--- src/rtl/bal_pkg.sv ---
// Shared types, constants and helpers for the balance controller.
package bal_pkg;

    // Controller sequencing states
    typedef enum logic [1:0] {
        ST_OFF   = 2'd0,
        ST_RAMP  = 2'd1,
        ST_RUN   = 2'd2,
        ST_FAULT = 2'd3
    } state_t;

    // Steering pot is clipped to [STEER_MIN, STEER_MAX] and centred on STEER_MID
    localparam logic [11:0] STEER_MIN = 12'h200;
    localparam logic [11:0] STEER_MAX = 12'hE00;
    localparam logic [11:0] STEER_MID = 12'h800;

    // PID term widths and gains
    localparam int P_COEFF = 5;
    localparam int INTEG_W = 18;
    localparam int EP_W    = 10;
    localparam int I_W     = 15;
    localparam int D_W     = 13;
    localparam int PID_W   = 16;

    // Clamp a signed value into the two's-complement range of a w-bit signed number
    function automatic logic signed [31:0] sat_s(input logic signed [31:0] v, input int w);
        logic signed [31:0] hi;
        logic signed [31:0] lo;
        hi = (32'sd1 <<< (w - 1)) - 32'sd1;
        lo = -hi - 32'sd1;
        if (v > hi) begin
            return hi;
        end else if (v < lo) begin
            return lo;
        end else begin
            return v;
        end
    endfunction

endpackage

--- src/rtl/bal_pid.sv ---
// PID core: captures a pitch sample on vld, maintains a saturating integrator
// and presents the combined P+I+D term one cycle later with pid_vld.
module bal_pid
    import bal_pkg::*;
#(
    parameter int PTCH_W   = 16,
    parameter int FAST_SIM = 1
) (
    input  logic                     clk,
    input  logic                     rst_n,
    input  logic                     vld,
    input  logic                     clr,
    input  logic                     en,
    input  logic signed [PTCH_W-1:0] ptch,
    input  logic signed [PTCH_W-1:0] ptch_rt,
    output logic signed [PID_W-1:0]  pid,
    output logic                     pid_vld
);

    localparam int I_SHIFT = (FAST_SIM != 0) ? 1 : 6;
    // Integrator limit is symmetric: +/-(2^17 - 1)
    localparam logic signed [31:0] INTEG_MAX = (32'sd1 <<< (INTEG_W - 1)) - 32'sd1;

    logic signed [EP_W-1:0]    ep_in;
    logic signed [EP_W-1:0]    ep_q;
    logic signed [PTCH_W-1:0]  rt_q;
    logic signed [INTEG_W-1:0] integ;
    logic signed [INTEG_W-1:0] integ_nxt;
    logic signed [31:0]        integ_sum;
    logic signed [31:0]        p_term;
    logic signed [31:0]        i_term;
    logic signed [31:0]        d_term;
    logic                      v_q;

    // Error saturation and saturating integrator accumulate
    always_comb begin
        ep_in     = EP_W'(sat_s(32'(ptch), EP_W));
        integ_sum = 32'(integ) + 32'(ep_in);
        if (integ_sum > INTEG_MAX) begin
            integ_nxt = INTEG_W'(INTEG_MAX);
        end else if (integ_sum < -INTEG_MAX) begin
            integ_nxt = INTEG_W'(-INTEG_MAX);
        end else begin
            integ_nxt = INTEG_W'(integ_sum);
        end
    end

    // Sample capture and integrator state; clear wins over accumulate
    always_ff @(posedge clk or negedge rst_n) begin
        if (!rst_n) begin
            ep_q  <= '0;
            rt_q  <= '0;
            integ <= '0;
            v_q   <= 1'b0;
        end else begin
            v_q <= vld;
            if (vld) begin
                ep_q <= ep_in;
                rt_q <= ptch_rt;
            end
            if (clr) begin
                integ <= '0;
            end else if (vld && en) begin
                integ <= integ_nxt;
            end
        end
    end

    // P, I and D terms from the captured sample and the updated integrator
    always_comb begin
        p_term  = 32'(ep_q) * P_COEFF;
        i_term  = sat_s(32'(integ) >>> I_SHIFT, I_W);
        d_term  = sat_s(-(32'(rt_q) >>> 6), D_W);
        pid     = PID_W'(sat_s(p_term + i_term + d_term, PID_W));
        pid_vld = v_q;
    end

endmodule

--- src/rtl/bal_ctrl_gen2.sv ---
// Balance controller top: power/ramp/run/fault sequencing, soft-start
// scaling, steering mix and the over-speed supervisor around bal_pid.
//
// Handshake: vld is a one-cycle strobe with no back-pressure; every vld
// accepted at edge N yields exactly one spd_vld strobe at edge N+1, whose
// lft_spd/rght_spd/too_fast belong to that sample. vld may be high on
// consecutive cycles.
module bal_ctrl_gen2
    import bal_pkg::*;
#(
    parameter int PTCH_W      = 16,
    parameter int SPD_W       = 12,
    parameter int SS_W        = 8,
    parameter int FAST_SIM    = 1,
    parameter int FAST_THRESH = 1536,
    parameter int TF_CNT      = 4
) (
    input  logic                     clk,
    input  logic                     rst_n,
    input  logic                     vld,
    input  logic signed [PTCH_W-1:0] ptch,
    input  logic signed [PTCH_W-1:0] ptch_rt,
    input  logic                     pwr_up,
    input  logic                     rider_off,
    input  logic                     en_steer,
    input  logic [11:0]              steer_pot,
    output logic signed [SPD_W-1:0]  lft_spd,
    output logic signed [SPD_W-1:0]  rght_spd,
    output logic                     spd_vld,
    output logic                     too_fast,
    output logic                     fault,
    output logic [SS_W-1:0]          ss_tmr,
    output state_t                   dbg_state
);

    localparam int PRESC_W = 8;
    localparam logic [PRESC_W-1:0] PRESC_MAX = (FAST_SIM != 0) ? 8'h00 : 8'hFF;
    localparam logic [SS_W-1:0] SS_MAX = '1;
    localparam logic [SS_W-1:0] SS_PRE = {{(SS_W-1){1'b1}}, 1'b0};
    localparam int CNT_W = $clog2(TF_CNT + 1);
    localparam logic [CNT_W-1:0] TRIP_AT = CNT_W'(TF_CNT - 1);
    localparam logic [CNT_W-1:0] CNT_TOP = CNT_W'(TF_CNT);

    state_t               state;
    state_t               state_nxt;
    logic                 ss_clr;
    logic                 ss_inc;
    logic                 integ_clr;
    logic                 integ_en;
    logic                 out_kill;
    logic                 trip;
    logic                 tick;
    logic [PRESC_W-1:0]   presc;
    logic [CNT_W-1:0]     tf_cnt;

    logic signed [PID_W-1:0] pid;
    logic                    pid_vld;

    logic [11:0]        pot_c;
    logic signed [31:0] steer_in;
    logic signed [15:0] steer_q;
    logic signed [31:0] scaled;
    logic signed [31:0] lft_full;
    logic signed [31:0] rght_full;
    logic               tf_raw;
    logic               tf_nxt;

    bal_pid #(
        .PTCH_W   (PTCH_W),
        .FAST_SIM (FAST_SIM)
    ) u_pid (
        .clk     (clk),
        .rst_n   (rst_n),
        .vld     (vld),
        .clr     (integ_clr),
        .en      (integ_en),
        .ptch    (ptch),
        .ptch_rt (ptch_rt),
        .pid     (pid),
        .pid_vld (pid_vld)
    );

    assign tick      = (presc == PRESC_MAX);
    assign out_kill  = (state == ST_OFF) || (state == ST_FAULT);
    assign fault     = (state == ST_FAULT);
    assign dbg_state = state;

    // State register
    always_ff @(posedge clk or negedge rst_n) begin
        if (!rst_n) begin
            state <= ST_OFF;
        end else begin
            state <= state_nxt;
        end
    end

    // Next state and per-state controls; pwr_up low overrides everything
    always_comb begin
        state_nxt = state;
        ss_clr    = 1'b0;
        ss_inc    = 1'b0;
        integ_clr = 1'b0;
        integ_en  = 1'b0;
        if (!pwr_up) begin
            state_nxt = ST_OFF;
            ss_clr    = 1'b1;
            integ_clr = 1'b1;
        end else begin
            case (state)
                ST_OFF: begin
                    ss_clr    = 1'b1;
                    integ_clr = 1'b1;
                    state_nxt = ST_RAMP;
                end
                ST_RAMP, ST_RUN: begin
                    if (trip) begin
                        state_nxt = ST_FAULT;
                        integ_clr = 1'b1;
                    end else if (rider_off) begin
                        state_nxt = ST_RAMP;
                        ss_clr    = 1'b1;
                        integ_clr = 1'b1;
                    end else begin
                        integ_en = 1'b1;
                        if (state == ST_RAMP) begin
                            if (ss_tmr == SS_MAX) begin
                                state_nxt = ST_RUN;
                            end else if (tick) begin
                                ss_inc = 1'b1;
                                if (ss_tmr == SS_PRE) begin
                                    state_nxt = ST_RUN;
                                end
                            end
                        end
                    end
                end
                ST_FAULT: begin
                    integ_clr = 1'b1;
                end
                default: begin
                    state_nxt = ST_OFF;
                end
            endcase
        end
    end

    // Soft-start timer and its ramp prescaler
    always_ff @(posedge clk or negedge rst_n) begin
        if (!rst_n) begin
            ss_tmr <= '0;
            presc  <= '0;
        end else if (ss_clr) begin
            ss_tmr <= '0;
            presc  <= '0;
        end else begin
            if (ss_inc) begin
                ss_tmr <= ss_tmr + SS_W'(1);
            end
            if (state == ST_RAMP) begin
                presc <= tick ? '0 : presc + PRESC_W'(1);
            end else begin
                presc <= '0;
            end
        end
    end

    // Steering term from the clipped pot, evaluated at sample capture
    always_comb begin
        if (steer_pot < STEER_MIN) begin
            pot_c = STEER_MIN;
        end else if (steer_pot > STEER_MAX) begin
            pot_c = STEER_MAX;
        end else begin
            pot_c = steer_pot;
        end
        if (en_steer) begin
            steer_in = (($signed(32'(pot_c)) - $signed(32'(STEER_MID))) * 32'sd3) >>> 4;
        end else begin
            steer_in = 32'sd0;
        end
    end

    // Steer term is captured alongside the pitch sample
    always_ff @(posedge clk or negedge rst_n) begin
        if (!rst_n) begin
            steer_q <= '0;
        end else if (vld) begin
            steer_q <= 16'(steer_in);
        end
    end

    // Soft-start scaling, steer mix, output saturation and over-speed detect
    always_comb begin
        scaled    = (32'(pid) * $signed(32'(ss_tmr))) >>> SS_W;
        lft_full  = sat_s(scaled + 32'(steer_q), SPD_W);
        rght_full = sat_s(scaled - 32'(steer_q), SPD_W);
        tf_raw    = (lft_full > FAST_THRESH) || (lft_full < -FAST_THRESH) ||
                    (rght_full > FAST_THRESH) || (rght_full < -FAST_THRESH);
        tf_nxt    = pid_vld && !out_kill && tf_raw;
        trip      = tf_nxt && (tf_cnt == TRIP_AT);
    end

    // Registered speed outputs; OFF and FAULT still strobe but with zero speeds
    always_ff @(posedge clk or negedge rst_n) begin
        if (!rst_n) begin
            lft_spd  <= '0;
            rght_spd <= '0;
            spd_vld  <= 1'b0;
            too_fast <= 1'b0;
        end else if (pid_vld) begin
            spd_vld <= 1'b1;
            if (out_kill) begin
                lft_spd  <= '0;
                rght_spd <= '0;
                too_fast <= 1'b0;
            end else begin
                lft_spd  <= SPD_W'(lft_full);
                rght_spd <= SPD_W'(rght_full);
                too_fast <= tf_raw;
            end
        end else begin
            spd_vld <= 1'b0;
        end
    end

    // Consecutive over-speed sample counter
    always_ff @(posedge clk or negedge rst_n) begin
        if (!rst_n) begin
            tf_cnt <= '0;
        end else if (!pwr_up || (state == ST_OFF)) begin
            tf_cnt <= '0;
        end else if (pid_vld) begin
            if (tf_nxt) begin
                tf_cnt <= (tf_cnt == CNT_TOP) ? tf_cnt : tf_cnt + CNT_W'(1);
            end else begin
                tf_cnt <= '0;
            end
        end
    end

endmodule

--- config.mk ---
export PLATFORM = sky130hd
export DESIGN_NAME = bal_ctrl_gen2
export DESIGN_NICKNAME = d
export VERILOG_FILES = /design/src/rtl/bal_pkg.sv /design/src/rtl/bal_pid.sv /design/src/rtl/bal_ctrl_gen2.sv
export SDC_FILE = /design/constraint.sdc
export NUM_CORES = 1
export LEC_CHECK = 0
export ABC_AREA = 1
export BUFFER_PORTS_ARGS = -buffer_cell sky130_fd_sc_hd__clkbuf_2
export CAP_MARGIN = 5
export CORE_AREA = 4 4 183 185
export DETAILED_ROUTE_END_ITERATION = 10
export DIE_AREA = 0 0 187 189
export GPL_TIMING_DRIVEN = 0
export PLACE_DENSITY = 0.72
export REMOVE_ABC_BUFFERS = 1
export SLEW_MARGIN = 15
export SYNTH_ARGS = -nofsm -noshare
export SYNTH_HDL_FRONTEND = slang
export SYNTH_SLANG_ARGS = --single-unit
--- constraint.sdc ---
create_clock -name clk -period 11.95 [get_ports clk]
set_input_delay 2.39 -clock clk [delete_from_list [all_inputs] [get_ports clk]]
set_output_delay 2.39 -clock clk [all_outputs]
set_load 0.005 [all_outputs]
==> flow_summary.toml <==
[placement]
placedCellCount = 2997
placed_cell_area_sq_um = 18100
place.gp.congestion = 0.960
hpwlAfterDp_mm = 38.1
portBuffers = 80

[sta]
final.period_utilization_pct = 119
finalSetupViolCount = 64
worst_slew_margin_rel_pct = 26.2
fin_ws_ns = -2.31
whs_ns = 0.492
rsz0062_at_grt = "true"
skew_ns = 0.0101
hold_viol = 0
period_minus_slack_ns = 14.26
slew_viol_final = 0
tightest_slew_ns = 1.10
fmax_mhz = 70.1

[cells_and_area]
final_util_pct = 72.6
syn_to_final_growth_pct = 33.8
instances_no_fill = 3222
fin_area_sq_um = 23300
nFillCells = 2347
fin_nets = 3184
drive_gt1_share_pct = 31.4
insertedDiodeCount = 0

[hold_path]
hp-class = "reg -> reg"
min_from = "presc[0]"

[detailed_routing]
antenna_left = 0
routed_wl_mm = 56.8
drt_iter0_drc = 1575
wl_per_cell_um = 17.6
via_count = 18200
firstDrtPassIters = 5
vias_per_cell = 5.65
drc = 0

[clock_tree]
cts.clk_slew.worst_paths_ns = 0.07
clock_path_buffers = 2
cts_tree = "done"
clkLatencyLatePin_ns = 0.36
cts.root.buffer_cell = "clkbuf_16"
numCtsBuffers = 9
cts.sinks = 98
postCtsHoldBufs = 0
htree_num_levels = 3

[global_routing]
grt_max_degree = 64
grt_use_total_pct = 29.3
grt-ovfl-total = 0
antenna_found_initial = 0
grt_pass1_vias = 17700
grt_pass1_wl_mm = 86.7

[floorplanning]
ios = 87
die_x_um = 187
die_y_um = 189
rows = 66
die_area_sq_um = 35300
core_region_area_sq_um = 32000
initial_utilization_pct = 54.2

[worst_setup_path]
startpoint = "u_pid.rt_q[6]"
critPathArrivalTime_ns = 14.55
critPathMaxFanout = 8
worst_path_dominant_cell_family = "simple AND/OR/NAND/NOR gates"
cp_slowest_cell = "fa_1"
cp-start-kind = "register"
crit_path_max_incr_delay_ns = 0.55
crit_buf_inv = 23
crit_required_ns = 12.24
worst-setup-path-type = "reg -> reg"
end_kind = "register"
rr_startpoint = "u_pid.rt_q[6]"

[synthesis]
yosysSeqAreaShare_pct = 14.1
async_reset_ff_share_pct = 100
synth_area_leaders = "fa_1 (16%), dfrtp_1 (14%), ha_1 (13%), nand2_1 (13%), inv_1 (11%)"
synth_seq_cells = 98
synth_edf_count = 0
avgSynthCellArea_sq_um = 6.79
synth_cell_types = 68
synth_area_leader_cell = "fa_1"
synth.cell_area_sq_um = 17400
syn_inst = 2558
ys.flop_type = "dfrtp_1"
yosys-top-cells-count = "nand2_1 (610), inv_1 (517), nor2_1 (243), ha_1 (186), a21oi_1 (146)"
yosys_warnings = 0
synth.most_common_cell = "nand2_1"
synth_top_area_share_pct = 15.8

[outcome]
status = "complete, but fails checks"
failed_checks = "setup timing"

[power]
power_density_nw_per_um2 = 168
p_leak_nw = 12.0
total_power_mw = 3.90
ir_drop_mv = 0.121

[run]
cap_violations = 0
per-stage QoR:
step,TNS [ns],setup WS [ns]
detailed placement,-191.68,-3.75
floorplan,-34.03,-0.925
global placement,-184.88,-3.63
finish,-108.56,-2.31
global route,-144.10,-2.88
CTS,-59.57,-1.53
final timing paths:
check	end	slack, ns	depth (start not counted)
min in group asynchronous	lft_spd[11]	1.93	1
max in group asynchronous	u_pid.integ[11]	9.36	2
hold reg to reg	presc[0]	0.49	1
hold / removal	presc[0]	0.49	1
setup reg to reg	u_pid.integ[11]	-2.31	86
setup / recovery	u_pid.integ[11]	-2.31	86
kinds of logic (layout without fill, tap and decap cells):
| family | count (synthesis) | after routing | synth area share, % |
|---|---|---|---|
| AOI/OAI and AO/OA | 349 | 349 | 11.4 |
| xor gates and xnor gates | 78 | 78 | 4.02 |
| adders and majority gates | 323 | 323 | 29.2 |
| buffers and inverters | 592 | 842 | 13.2 |
| DFF | 98 | 98 | 14.1 |
| and+or+nand+nor | 1118 | 1124 | 28.1 |
cells in the final DEF (no fill, tap or decap), drive strengths merged:
master    netlist  final
o22ai           8      8
a2111oi         1      1
a31oi          16     16
a22oi           2      2
bufinv          0      1
xnor2          21     21
nor4           11     11
or2             5      5
nor2          251    251
o221a           1      1
a211oi          4      4
o21ai         124    124
clkinv          8      8
o21a            3      3
o211ai          5      5
clkbuf         34     90
nand3b          7      7
nand3         129    131
o21ba          10     10
inv           534    530
nand2         627    631
o221ai          1      1
and2            5      5
clkinvlp        0      7
a21boi          4      4
o21bai         10     10
a21o            2      2
ha            186    186
a21oi         151    151
o32ai           2      2
dfrtp          98     98
nor3           42     42
o31ai           4      4
buf            16    206
o2111ai         1      1
nand4          38     38
nor3b           3      3
fa            137    137
xor2           57     57
registers in the layout, indices dropped and copies added (netlist names):
| signal | count |
|---|---|
| dbg_state | 2 |
| tf_cnt | 3 |
| too_fast | 1 |
| steer_q | 12 |
| u_pid.integ | 18 |
| rght_spd | 12 |
| u_pid.ep_q | 10 |
| lft_spd | 12 |
| presc | 8 |
| ss_tmr | 8 |
| u_pid.rt_q | 10 |
| u_pid.pid_vld | 1 |
| spd_vld | 1 |
per-layer routing:
layer / share of wire (%) / global-route usage, %
met1: 43 / 40.9
met3: 6.9 / 4.30
met2: 47 / 48.5
met5: 0 / 0
met4: 3.1 / 7.08
final cells by class:
class	count	area [sq um]	share of cell area [%]
inverters	542	2120	9.12
clock inverters	4	53.8	0.231
well taps	408	510	2.20
repair buffers	286	2200	9.47
multi-input cells	1874	15700	67.4
flip-flops and latches	98	2450	10.5
clock buffers	10	239	1.03
report_power, final:
| part | leakage [nW] | total [mW] | switching (mW) | internal [mW] |
|---|---|---|---|---|
| combinational | 10.6 | 3.17 | 1.93 | 1.24 |
| clock | 0.137 | 0.299 | 0.133 | 0.166 |
| sequential | 1.29 | 0.434 | 0.0466 | 0.388 |
| total | 12.0 | 3.90 | 2.11 | 1.79 |
repair_timing:
item                       CTS  global route
buffers inserted           131            73
resized for setup          478           321
gates cloned                 5             2
pin swaps                  181           147
hold endpoints to repair     0             0
setup endpoints to repair   64            64
No activity file was read; power rests on OpenSTA's default activity.
